$ cat config.mk
export PLATFORM = sky130hd
export DESIGN_NAME = shift_left_iter_flat
export DESIGN_NICKNAME = d
export VERILOG_FILES = /design/src/rtl/shift_pkg.sv /design/src/rtl/shift_left_iter_if.sv /design/src/rtl/shift_left_iter_shl_step.sv /design/src/rtl/shift_left_iter.sv /design/src/flat_wrapper.sv
export SDC_FILE = /design/constraint.sdc
export NUM_CORES = 1
export LEC_CHECK = 0
export CORE_MARGIN = 3
export CORE_UTILIZATION = 51
export DETAILED_ROUTE_END_ITERATION = 10
export PLACE_DENSITY = 0.86
export RECOVER_POWER = 100
export SYNTH_ARGS = -nofsm -noshare
export SYNTH_HDL_FRONTEND = slang
export SYNTH_SLANG_ARGS = --single-unit
$ cat constraint.sdc
create_clock -name clk -period 2.7 [get_ports clk]
set_clock_uncertainty 0.15 [all_clocks]
set_input_delay 0.405 -clock clk [delete_from_list [all_inputs] [get_ports clk]]
set_output_delay 0.405 -clock clk [all_outputs]
set_load 0.02 [all_outputs]
$ cat src/rtl/shift_pkg.sv
// Shared definitions for the iterative left shifter.
// Holds the default datapath widths, the FSM state encoding and the
// per-cycle step sizes used by shl_step.
package shift_pkg;

  localparam int WIDTH   = 32;
  localparam int SHAMT_W = 5;

  localparam int STEP1 = 1;
  localparam int STEP4 = 4;

  typedef enum logic [1:0] {
    IDLE  = 2'd0,
    SHIFT = 2'd1,
    DONE  = 2'd2
  } shl_state_t;

endpackage

$ cat src/rtl/shift_left_iter_if.sv
// Request/result bundle for shift_left_iter.
//   start : request pulse, sampled only while busy=0
//   A     : operand to shift
//   B     : shift amount
//   busy  : high while a shift is in progress
//   done  : one-cycle pulse marking out as the fresh result
//   out   : registered result A << B, held until the next done
// Handshake: a request is accepted on any rising edge where start=1 and
// busy=0 (that is, in IDLE or in the DONE cycle). A and B are sampled only
// on that edge. done pulses for exactly one cycle per accepted request, and
// out stays stable from that cycle until the next done.
interface shift_left_iter_if #(
  parameter int WIDTH   = shift_pkg::WIDTH,
  parameter int SHAMT_W = shift_pkg::SHAMT_W
);
  logic               start;
  logic [WIDTH-1:0]   A;
  logic [SHAMT_W-1:0] B;
  logic               busy;
  logic               done;
  logic [WIDTH-1:0]   out;

  modport master (output start, output A, output B,
                  input busy, input done, input out);
  modport slave  (input start, input A, input B,
                  output busy, output done, output out);
endinterface

$ cat src/rtl/shift_left_iter_shl_step.sv
// shl_step: combinational single-step left shifter.
// Given the running accumulator and remaining count, returns the next
// accumulator and count, plus 'last' when this step finishes the shift.
// Build option SHL_STEP4_EN: when defined, steps of 4 are taken while
// cnt >= 4; otherwise (default) every step shifts by 1.
//   acc      : current partial result
//   cnt      : remaining shift amount (nonzero while shifting)
//   acc_nxt  : accumulator after this step
//   cnt_nxt  : remaining count after this step
//   last     : cnt_nxt == 0
module shl_step #(
  parameter int WIDTH   = shift_pkg::WIDTH,
  parameter int SHAMT_W = shift_pkg::SHAMT_W
) (
  input  logic [WIDTH-1:0]   acc,
  input  logic [SHAMT_W-1:0] cnt,
  output logic [WIDTH-1:0]   acc_nxt,
  output logic [SHAMT_W-1:0] cnt_nxt,
  output logic               last
);
  import shift_pkg::*;

  always_comb begin
    acc_nxt = acc << STEP1;
    cnt_nxt = cnt - SHAMT_W'(STEP1);
`ifdef SHL_STEP4_EN
    // Coarse steps first; the final 0..3 bits fall back to single steps.
    if (cnt >= SHAMT_W'(STEP4)) begin
      acc_nxt = acc << STEP4;
      cnt_nxt = cnt - SHAMT_W'(STEP4);
    end
`endif
    last = (cnt_nxt == '0);
  end

endmodule

$ cat src/rtl/shift_left_iter.sv
// shift_left_iter: iterative logical left shifter (SLL/SLLI datapath).
// Computes A << B over several cycles with zero fill from the LSB; bits
// shifted past the MSB are dropped. Build option SHL_STEP4_EN (see
// shl_step) shortens latency by taking 4-bit steps.
// Ports:
//   clk       : system clock, rising edge
//   reset     : synchronous, active-high; wins over a simultaneous start
//   bus       : shift_left_iter_if slave (start/A/B in, busy/done/out out)
//   state_dbg : current FSM state, for observation only
module shift_left_iter #(
  parameter int WIDTH   = shift_pkg::WIDTH,
  parameter int SHAMT_W = shift_pkg::SHAMT_W
) (
  input  logic                   clk,
  input  logic                   reset,
  shift_left_iter_if.slave       bus,
  output shift_pkg::shl_state_t  state_dbg
);
  import shift_pkg::*;

  shl_state_t         state, state_nxt;
  logic [WIDTH-1:0]   acc, out_q;
  logic [SHAMT_W-1:0] cnt;
  logic [WIDTH-1:0]   step_acc;
  logic [SHAMT_W-1:0] step_cnt;
  logic               step_last;
  logic               accept;
  logic               busy_c, done_c;

  shl_step #(.WIDTH(WIDTH), .SHAMT_W(SHAMT_W)) u_step (
    .acc     (acc),
    .cnt     (cnt),
    .acc_nxt (step_acc),
    .cnt_nxt (step_cnt),
    .last    (step_last)
  );

  // A request is taken whenever the shifter is not mid-operation, which
  // lets a new start in the DONE cycle run back-to-back.
  assign accept = bus.start && (state != SHIFT);

  // State register
  always_ff @(posedge clk) begin
    if (reset) state <= IDLE;
    else       state <= state_nxt;
  end

  // Next-state logic
  always_comb begin
    state_nxt = state;
    unique case (state)
      IDLE, DONE: begin
        if (accept) state_nxt = (bus.B == '0) ? DONE : SHIFT;
        else        state_nxt = IDLE;
      end
      SHIFT: begin
        if (step_last) state_nxt = DONE;
      end
      default: state_nxt = IDLE;
    endcase
  end

  // Outputs decode the registered state only, so nothing on the request
  // side reaches busy/done combinationally.
  always_comb begin
    busy_c = 1'b0;
    done_c = 1'b0;
    unique case (state)
      SHIFT:   busy_c = 1'b1;
      DONE:    done_c = 1'b1;
      default: ;
    endcase
  end

  // Datapath. out_q is loaded on the edge that enters DONE so the result
  // is visible in the done cycle and survives a back-to-back reload of acc.
  always_ff @(posedge clk) begin
    if (reset) begin
      acc   <= '0;
      cnt   <= '0;
      out_q <= '0;
    end else if (accept) begin
      acc <= bus.A;
      cnt <= bus.B;
      if (bus.B == '0) out_q <= bus.A;
    end else if (state == SHIFT) begin
      acc <= step_acc;
      cnt <= step_cnt;
      if (step_last) out_q <= step_acc;
    end
  end

  assign bus.busy  = busy_c;
  assign bus.done  = done_c;
  assign bus.out   = out_q;
  assign state_dbg = state;

endmodule

$ cat src/flat_wrapper.sv
// flat-port wrapper written by rule: the top's interface ports become plain ports
module shift_left_iter_flat import shift_pkg::*;
#(
  parameter int WIDTH   = shift_pkg::WIDTH,
  parameter int SHAMT_W = shift_pkg::SHAMT_W
)
  (clk, reset, state_dbg, bus_start, bus_A, bus_B, bus_busy, bus_done, bus_out);
  shift_left_iter_if #(.WIDTH(WIDTH), .SHAMT_W(SHAMT_W)) bus_i ();
  input  logic clk;
  input  logic reset;
  output shift_pkg::shl_state_t state_dbg;
  input wire logic [$bits(bus_i.start)-1:0] bus_start;
  input wire logic [$bits(bus_i.A)-1:0] bus_A;
  input wire logic [$bits(bus_i.B)-1:0] bus_B;
  output wire logic [$bits(bus_i.busy)-1:0] bus_busy;
  output wire logic [$bits(bus_i.done)-1:0] bus_done;
  output wire logic [$bits(bus_i.out)-1:0] bus_out;
  assign bus_i.start = bus_start;
  assign bus_i.A = bus_A;
  assign bus_i.B = bus_B;
  assign bus_busy = bus_i.busy;
  assign bus_done = bus_i.done;
  assign bus_out = bus_i.out;
  shift_left_iter #(.WIDTH(WIDTH), .SHAMT_W(SHAMT_W)) u_core (.clk(clk), .reset(reset), .bus(bus_i), .state_dbg(state_dbg));
endmodule
* Word-level counts from Yosys, hierarchy flattened
Cells that the tools add are included.
Word-level totals: logic and storage cells 32, input bits 40, output and inout bits 36, register bits after elaboration 70
Operators by class: mux-type cells 14, reduce and logical (&&, ||, !) cells 8, $add $sub $neg 1, equality and inequality tests 5
Operators with widths (count):
- 32-bit two-way mux | 4
- 31-bit two-way mux | 2
- 5-bit logical NOT | 2
- 5-bit two-way mux | 2
- 2-bit two-way mux | 3
- 5-bit by 1-bit subtractor with 5-bit output, second input constant | 1
- 2-bit by 1-bit != test with 1-bit output, second input constant | 2
- 2-bit case mux with 2 select lines | 1
- 2-bit nonzero test | 2
- 3-bit AND reduction | 1
- 2-bit by 1-bit equality test with 1-bit output, second input constant | 1
- 2-bit equality test, second input constant | 1
- 2-bit logical NOT | 1
- 1-bit two-way mux | 2
- 2-bit != test, second input constant | 1
- 2-bit OR reduction | 1
- 1-bit logical AND | 1

* Logic depth before layout (Yosys ltp)
Gate-level depths: netlist of the first run.
depth in word-level cells 5, gate-level depth with buffers 8, gate-level depth less buffers 6

* Hierarchy
From an unflattened synthesis of the first run, not the netlist that was laid out.
Unflattened totals: cell total of the unflattened synthesis 334, area total of the unflattened synthesis 3299.4 µm²
Modules (own cells, without submodules):
- shift_left_iter | instances 1, cells each 288, area each 2960.3 µm², seq. area each 1421.4 µm²
- shl_step | instances 1, cells each 46, area each 339.1 µm², seq. area each 0.0 µm²

* Least setup slack after synthesis of the first run
No wires, ideal clock.
kind flip-flop to flip-flop, start register u_core.state[1] (netlist: u_core.state_dbg[1]), end register u_core.out_q[21] (netlist: u_core.bus.out[21]), stages on the path, launching flop included 9, library setup time 0.146 ns, path buffers 3, slack 0.772 ns, arrival 1.632 ns, period minus slack after synthesis 1.928 ns, path through dfxtp_1 > nand2b_1 > buf_2 > inv_2 > buf_2 > nor3_4 > a21o_4 > buf_6 > a211oi_2
Between the ends: word-level cells in the longest chain between the ends 4, elaborated cells between the ends (all ways) 8, those cells by class eq/ne (3); mux (1); reduce/logical (4)
Ends and longest elaborated chain:
- start, declared | line shift_left_iter.sv:21 | shl_state_t state, state_nxt;
- start signal, assigned | line shift_left_iter.sv:45 | else state <= state_nxt;
- 2-bit by 1-bit != test with 1-bit output | line shift_left_iter.sv:40 | assign accept = bus.start && (state != SHIFT);
- 1-bit logical AND | line shift_left_iter.sv:40
- 2-bit != test (no line) or 2-bit nonzero test (tied branches)
- 3-bit AND reduction (no line)
- end signal, assigned | line shift_left_iter.sv:85 | if (bus.B == '0) out_q <= bus.A;
- end signal, assigned | line shift_left_iter.sv:89 | if (step_last) out_q <= step_acc;
- end, declared | line shift_left_iter.sv:22 | logic [WIDTH-1:0] acc, out_q;
Several ways; a longest one is shown, not always the timed one. A chain may end at the register's enable or synchronous reset.

* Final worst setup path of the first run
start input bus_B[1], end register u_core.out_q[11] (netlist: u_core.bus.out[11])
Between the ends: word-level cells in the longest chain between the ends 3
Ends and longest elaborated chain:
- start, declared | line flat_wrapper.sv:14 | input wire logic [$bits(bus_i.B)-1:0] bus_B;
- 5-bit logical NOT | line shift_left_iter.sv:85
- 2-bit != test (no line)
- 3-bit AND reduction (no line)
No other way between the ends.

==> metrics.txt, run 1 <==
status finished clean; Port-buffer cells 75; Hold WC Path Type reg -> reg; sequential area share after synthesis 0.397; f_max 0.412 GHz; leading cell types by count after synthesis dfxtp_1 (70), a211oi_1 (64), mux2i_1 (62); Util after Layout 0.687; # setup viols final 0; clock tree sinks 70; Cells after DPL 471; distinct cell type count after synthesis 37; WS Path Type in -> reg; Max clock buf depth 2; final net count 447; Avg WL per Cell 17.7 µm; Layout fillers 530; RSZ-0062 raised after global routing no; CTS H-tree depth 3; Avg Cell Area, Syn 10.3 µm²; Critical Path Fanout Max 13; Post-Route WL 8.62 mm; setup TNS 0 ps; vias 2944; Critical Path Max Stage Delay 580 ps; Min-Delay Startpoint u_core.bus.out[0]; Yosys top cell area share 0.397; Tmin final 2430 ps; clock latency on the worst-skew pair 330 ps; dpl hpwl 5.97 mm; maximum VDD drop 0.292 mV; die height 89.2 µm; CTS root buf clkbuf_8; initial antenna violation count 0; Slew Limit Headroom 0.161; count leader, synth dfxtp_1; Final ANT Viol Nets 0; Overall Global Routing Usage 0.223; grt total ovfl 0; CORE AREA 6530 µm²; first drt pass iteration count 4; share of layout cells above drive strength 1 0.149; Die X 89.2 µm; overall power 2.43 mW; Ports 76; endpoint class of the critical path register; die area 7950 µm²; Pins Over Slew Limit 0; CTS Buf Count 9; drt first-iter violations 153; initial core utilization 0.540; post-CTS sizing 0; CP Cell Sequence clkdlybuf4s50_1 > or4b_1 > nor3_4 > clkbuf_1 > a211oi_1 > a211oi_2; Syn Std Cell Area 3530 µm²; Ys Warns 0; largest net degree at the start of global routing 68; clock-pin slew on the worst setup and hold paths 70 ps; first-pass GRT wire length 13.8 mm; Crit Reg-Reg Startpoint u_core.cnt[0]; final-report hold violation count 0; CP required 2800 ps; P per Cell Area 542 nW/µm²; area leader, netlist dfxtp_1; Synth Instances 344; Critical Path AT 2530 ps; prevailing post-synth register cell dfxtp_1; Synth async-reset ratio 0; number of max-cap violations 0; flops & latches, synth 70; Leak 1.78 nW; Slowest-stage cell, CP or4b_1; Post-CTS Setup Inserts 0; CTS tree built; worst slew pin tran 1260 ps; Via density 6.06; diode count 0; hold_buf cts 0; CP startpoint bus_B[1]; Final period util 0.899; Finished Layout Cells 486; Hold Slack 351 ps; Setup crit start kind input pin; EDFF count, synth 0; post-synth net total 386; GP Congestion 0.830; DRC viols 0; Synth area leaders dfxtp_1 (40%), mux2i_1 (18%), a211oi_1 (14%), a211oi_2 (11%), nor2_1 (3.5%); Core Rows 29; vias in the first global route 2803; Area growth, synth to finish 27.0%
## through the flow
| stage | area, µm² | setup WS, ps |
|---|---|---|
| 2_1_floorplan | 3530 | 772 |
| 3_3_place_gp | 4330 | 355 |
| 4_1_cts | 4500 | 425 |
| 6_report | 4480 | 271 |
| 3_5_place_dp | 4330 | 297 |
| 5_1_grt | 4480 | 191 |
## path summary, 6_finish.rpt
kind | endpoint | slack, ps | cells past startpoint
worst min register to register | u_core.bus.out[0] | 350 | 2
worst min-delay path | u_core.bus.out[0] | 350 | 2
worst max register to register | u_core.bus.out[21] | 420 | 5
worst max-delay path | u_core.bus.out[11] | 270 | 6
## where the power goes
| group | switching (mW) | leakage [nW] | internal, mW |
|---|---|---|---|
| combinational | 0.295 | 1.12 | 0.235 |
| sequential | 0.0552 | 0.573 | 1.10 |
| clock | 0.359 | 0.0865 | 0.379 |
## worst max-delay path: cells and delay by family
family | cells | cell delay [ps]
buf+inv | 2 | 980
simple gates | 2 | 760
compound gates | 2 | 370
## cell families after synthesis
family,share of synthesized area
multiplexers,0.176
adder cells (fa/ha/maj),0.00709
XOR/XNOR,0.00496
flip-flops,0.397
AND/OR/NAND/NOR,0.0773
buffers and inverters,0.0642
AO/OA/AOI/OAI,0.274
## layout make-up
| class | count | area (µm²) | area share |
|---|---|---|---|
| timing repair buffer | 88 | 892 | 0.199 |
| sequential | 70 | 1400 | 0.312 |
| multi-input combinational | 230 | 1900 | 0.425 |
| clock inverter | 1 | 5.00 | 0.00112 |
| tap | 77 | 96.3 | 0.0215 |
| clock buffer | 14 | 163 | 0.0363 |
| inverter | 6 | 22.5 | 0.00502 |
## layout by cell type, fill, tap and decap left out, types with 2 or more instances in the layout
cell type,instances
a21oi_1,4
nor2b_1,3
buf_2,2
mux2i_1,62
clkbuf_2,2
o21ai_0,2
a211oi_2,30
buf_12,5
nand2_1,3
clkbuf_8,11
dfxtp_1,70
clkdlybuf4s50_1,38
inv_1,6
clkbuf_1,4
dlygate4sd3_1,35
nand3_1,3
ha_1,2
a31o_1,2
a211oi_1,64
a31oi_1,2
nor2_1,33
nor3_1,2
buf_4,5
## routing by layer
metal,vias up,wire [µm],share of wire,track usage
li1,1424,-,-,-
met1,1432,3820,0.44,0.282
met3,9,381,0.044,0.0332
met5,-,0,0,0
met2,79,4320,0.50,0.387
met4,0,100,0.012,0.0771
## sequential cells by signal, summed over array words and instances, names as in the netlist
signal	flops
u_core.acc	31
u_core.cnt	5
u_core.state_dbg	2
u_core.bus.out	32
(Power assumes the default switching activity.)
==> run 2, diff against run 1 <==
--- a/config.mk
+++ b/config.mk
@@ -5,11 +5,13 @@
 export SDC_FILE = /design/constraint.sdc
 export NUM_CORES = 1
 export LEC_CHECK = 0
+export ABC_CLOCK_PERIOD_IN_PS = 2700
 export CORE_MARGIN = 3
-export CORE_UTILIZATION = 51
+export CORE_UTILIZATION = 50
 export DETAILED_ROUTE_END_ITERATION = 10
 export PLACE_DENSITY = 0.86
 export RECOVER_POWER = 100
 export SYNTH_ARGS = -nofsm -noshare
 export SYNTH_HDL_FRONTEND = slang
+export SYNTH_HIERARCHICAL = 1
 export SYNTH_SLANG_ARGS = --single-unit
==> run 2 against run 1 <==
Compared with the run above:
- worst hold slack got worse by 2.8 ps
- via count fell by 21%
- first-iteration DRC count fell by 41%
- fmax shrank 1.3%
- combinational power shrank 20%
- synthesized cell count shrank 3.8%
- die area is 5.2% lower
- cell count down 8.0%
- sequential share of layout area rose by 3.7 points
- synthesized area shrank 7.4%
- sequential power barely moved
- clock-buffer cell count down 2
- critical path type is now reg -> reg
==> metrics.txt, run 2 <==
f_max 0.406 GHz (was 0.412 GHz); R2R depth 9 (was 5); Worst R2R Setup Slack 240 ps (was 420 ps); Placement Cell Area 3840 µm² (was 4330 µm²); Largest register FFs 32 (unchanged); CORE AREA 6130 µm² (was 6530 µm²); CTS tree built (unchanged); # setup viols final 0 (unchanged); setup TNS 0 ps (unchanged); largest net degree at the start of global routing 71 (was 68); die area 7540 µm² (was 7950 µm²); CTS root buf clkbuf_8 (unchanged); dpl hpwl 4.37 mm (was 5.97 mm); Overall Global Routing Usage 0.183 (was 0.223); clock tree sinks 70 (unchanged); Critical Path Max Stage Delay 430 ps (was 580 ps); Area growth, synth to finish 22.5% (was 27.0%); hold path depth 2 (unchanged); Post-CTS Setup Inserts 0 (unchanged); Hold WC Path Type reg -> reg (unchanged); share of layout cells above drive strength 1 0.134 (was 0.149); hold endpoint u_core/bus.out[31] (was u_core.bus.out[0]); post-CTS sizing 0 (unchanged); diode count 0 (unchanged); grt total ovfl 0 (unchanged); most frequent cells in the layout nor2_1 (70), dfxtp_1 (70), a211oi_1 (46) (was dfxtp_1 (70), a211oi_1 (64), mux2i_1 (62)); design area 4010 µm² (was 4480 µm²); Tmin final 2460 ps (was 2430 ps); overall power 2.45 mW (was 2.43 mW); Pins Over Slew Limit 0 (unchanged); number of max-cap violations 0 (unchanged); first drt pass iteration count 4 (unchanged); P_int 1.79 mW (was 1.72 mW); first-pass GRT wire length 10.9 mm (was 13.8 mm); GP Congestion 0.791 (was 0.830); combinational share of power 0.172 (was 0.218); status finished clean (unchanged); Core Rows 28 (was 29); Syn Std Cell Area 3270 µm² (was 3530 µm²); Critical Path AT 2560 ps (was 2530 ps); Avg WL per Cell 14.7 µm (was 17.7 µm); maximum VDD drop 0.342 mV (was 0.292 mV); Setup crit start kind register (was input pin); worst slew pin tran 696 ps (was 1260 ps); drt first-iter violations 91 (was 153); Clk pwr share 0.357 (was 0.304); endpoint class of the critical path register (unchanged); initial antenna violation count 0 (unchanged); post-synth net total 373 (was 386); Layout fillers 516 (was 530); clock latency on the worst-skew pair 330 ps (about the same); Ports 76 (unchanged); Slowest-stage cell, CP dfxtp_1 (was or4b_1); final net count 409 (was 447); Final ANT Viol Nets 0 (unchanged); CTS Buf Count 9 (unchanged); initial core utilization 0.533 (was 0.540); Sequential Power Share 0.470 (was 0.478); Slew Limit Headroom 0.536 (was 0.161); P per Cell Area 612 nW/µm² (was 542 nW/µm²); Crit Reg-Reg Startpoint u_core/cnt[0] (was u_core.cnt[0]); Levels on crit path 9 (was 6); Hold Slack 348 ps (was 351 ps); vias 2338 (was 2944); Die X 86.8 µm (was 89.2 µm); Ys Warns 6 (was 0); hold_buf cts 0 (unchanged); Min-Delay Startpoint u_core/bus.out[31] (was u_core.bus.out[0]); Max clock buf depth 2 (unchanged); final-report hold violation count 0 (unchanged); CTS H-tree depth 3 (unchanged); NetSw 0.665 mW (was 0.709 mW); CP Cell Sequence inv_1 > ha_1 > xor2_1 > nor4_1 > nand3b_1 > o31ai_2 > buf_12 > nor2_1 > a211oi_1 (was clkdlybuf4s50_1 > or4b_1 > nor3_4 > clkbuf_1 > a211oi_1 > a211oi_2); CP delay by family, top simple AND/OR/NAND/NOR gates (was buffers and inverters); clock-pin slew on the worst setup and hold paths 80 ps (was 70 ps); die height 86.8 µm (was 89.2 µm); Critical Path Fanout Max 32 (was 13); CP required 2800 ps (about the same); Avg Cell Area, Syn 9.87 µm² (was 10.3 µm²); Post-Route WL 6.56 mm (was 8.62 mm); Final period util 0.911 (was 0.899); reg-to-reg endpoint u_core/bus.out[1] (was u_core.bus.out[21]); vias in the first global route 2322 (was 2803); DRC viols 0 (unchanged); Sw Ratio 0.271 (was 0.292); Critical path buffers and inverters 2 (unchanged); Port-buffer cells 75 (unchanged); Leak 1.64 nW (was 1.78 nW); Via density 5.23 (was 6.06); Synth Instances 331 (was 344); CP startpoint u_core/cnt[0] (was bus_B[1]); WS Path Type reg -> reg (was in -> reg); RSZ-0062 raised after global routing no (unchanged)
==> run 2: power by group through the flow <==
stage,logic (mW),clock network [mW],registers (mW)
3_5_place_dp,0.439,0,1.18
3_3_place_gp,0.427,0,1.17
2_1_floorplan,0.330,0,1.19
5_1_grt,0.466,0.933,1.16
6_report,0.423,0.877,1.15
4_1_cts,0.441,0.894,1.15
==> run 2: through the flow <==
stage | worst slack, ps | utilization | instances
2_1_floorplan | 666 | - | 331
3_3_place_gp | 263 | 0.627 | 431
3_5_place_dp | 171 | 0.627 | 431
4_1_cts | 271 | 0.661 | 447
5_1_grt | 71.4 | 0.653 | 447
6_report | 239 | 0.653 | 447
==> run 2: worst max path at each step <==
stage	slack [ps]	endpoint
floorplan	670	u_core/bus.out[20]
global placement	260	u_core/bus.out[0]
detailed placement	170	u_core/bus.out[1]
CTS	270	u_core/bus.out[1]
global route	70	u_core/bus.out[1]
finish	240	u_core/bus.out[1]
==> run 2: area by class of cell <==
class	instances	area [µm²]	share of cell area
Clock inverter	4	53.8	0.0134
Tap cell	75	93.8	0.0234
Multi-Input combinational cell	199	1440	0.359
Inverter	4	15.0	0.00375
Clock buffer	12	155	0.0387
Sequential cell	70	1400	0.350
Timing Repair Buffer	83	847	0.211
==> run 2: worst reg2reg max path: stages, from the launching register on <==
cell and delay [ps]:
dfxtp_1 430, inv_1 100, ha_1 230, xor2_1 160, nor4_1 390, nand3b_1 180, o31ai_2 170, buf_12 260
nor2_1 80, a211oi_1 230
==> run 2: per-layer routing <==
layer	vias to the layer above	track usage	part of all wire	routed length [µm]
li1	1211	-	-	-
met1	1062	0.243	0.47	3060
met2	60	0.282	0.46	3030
met3	5	0.0437	0.061	399
met4	0	0.0850	0.0099	65
met5	-	0	0	0
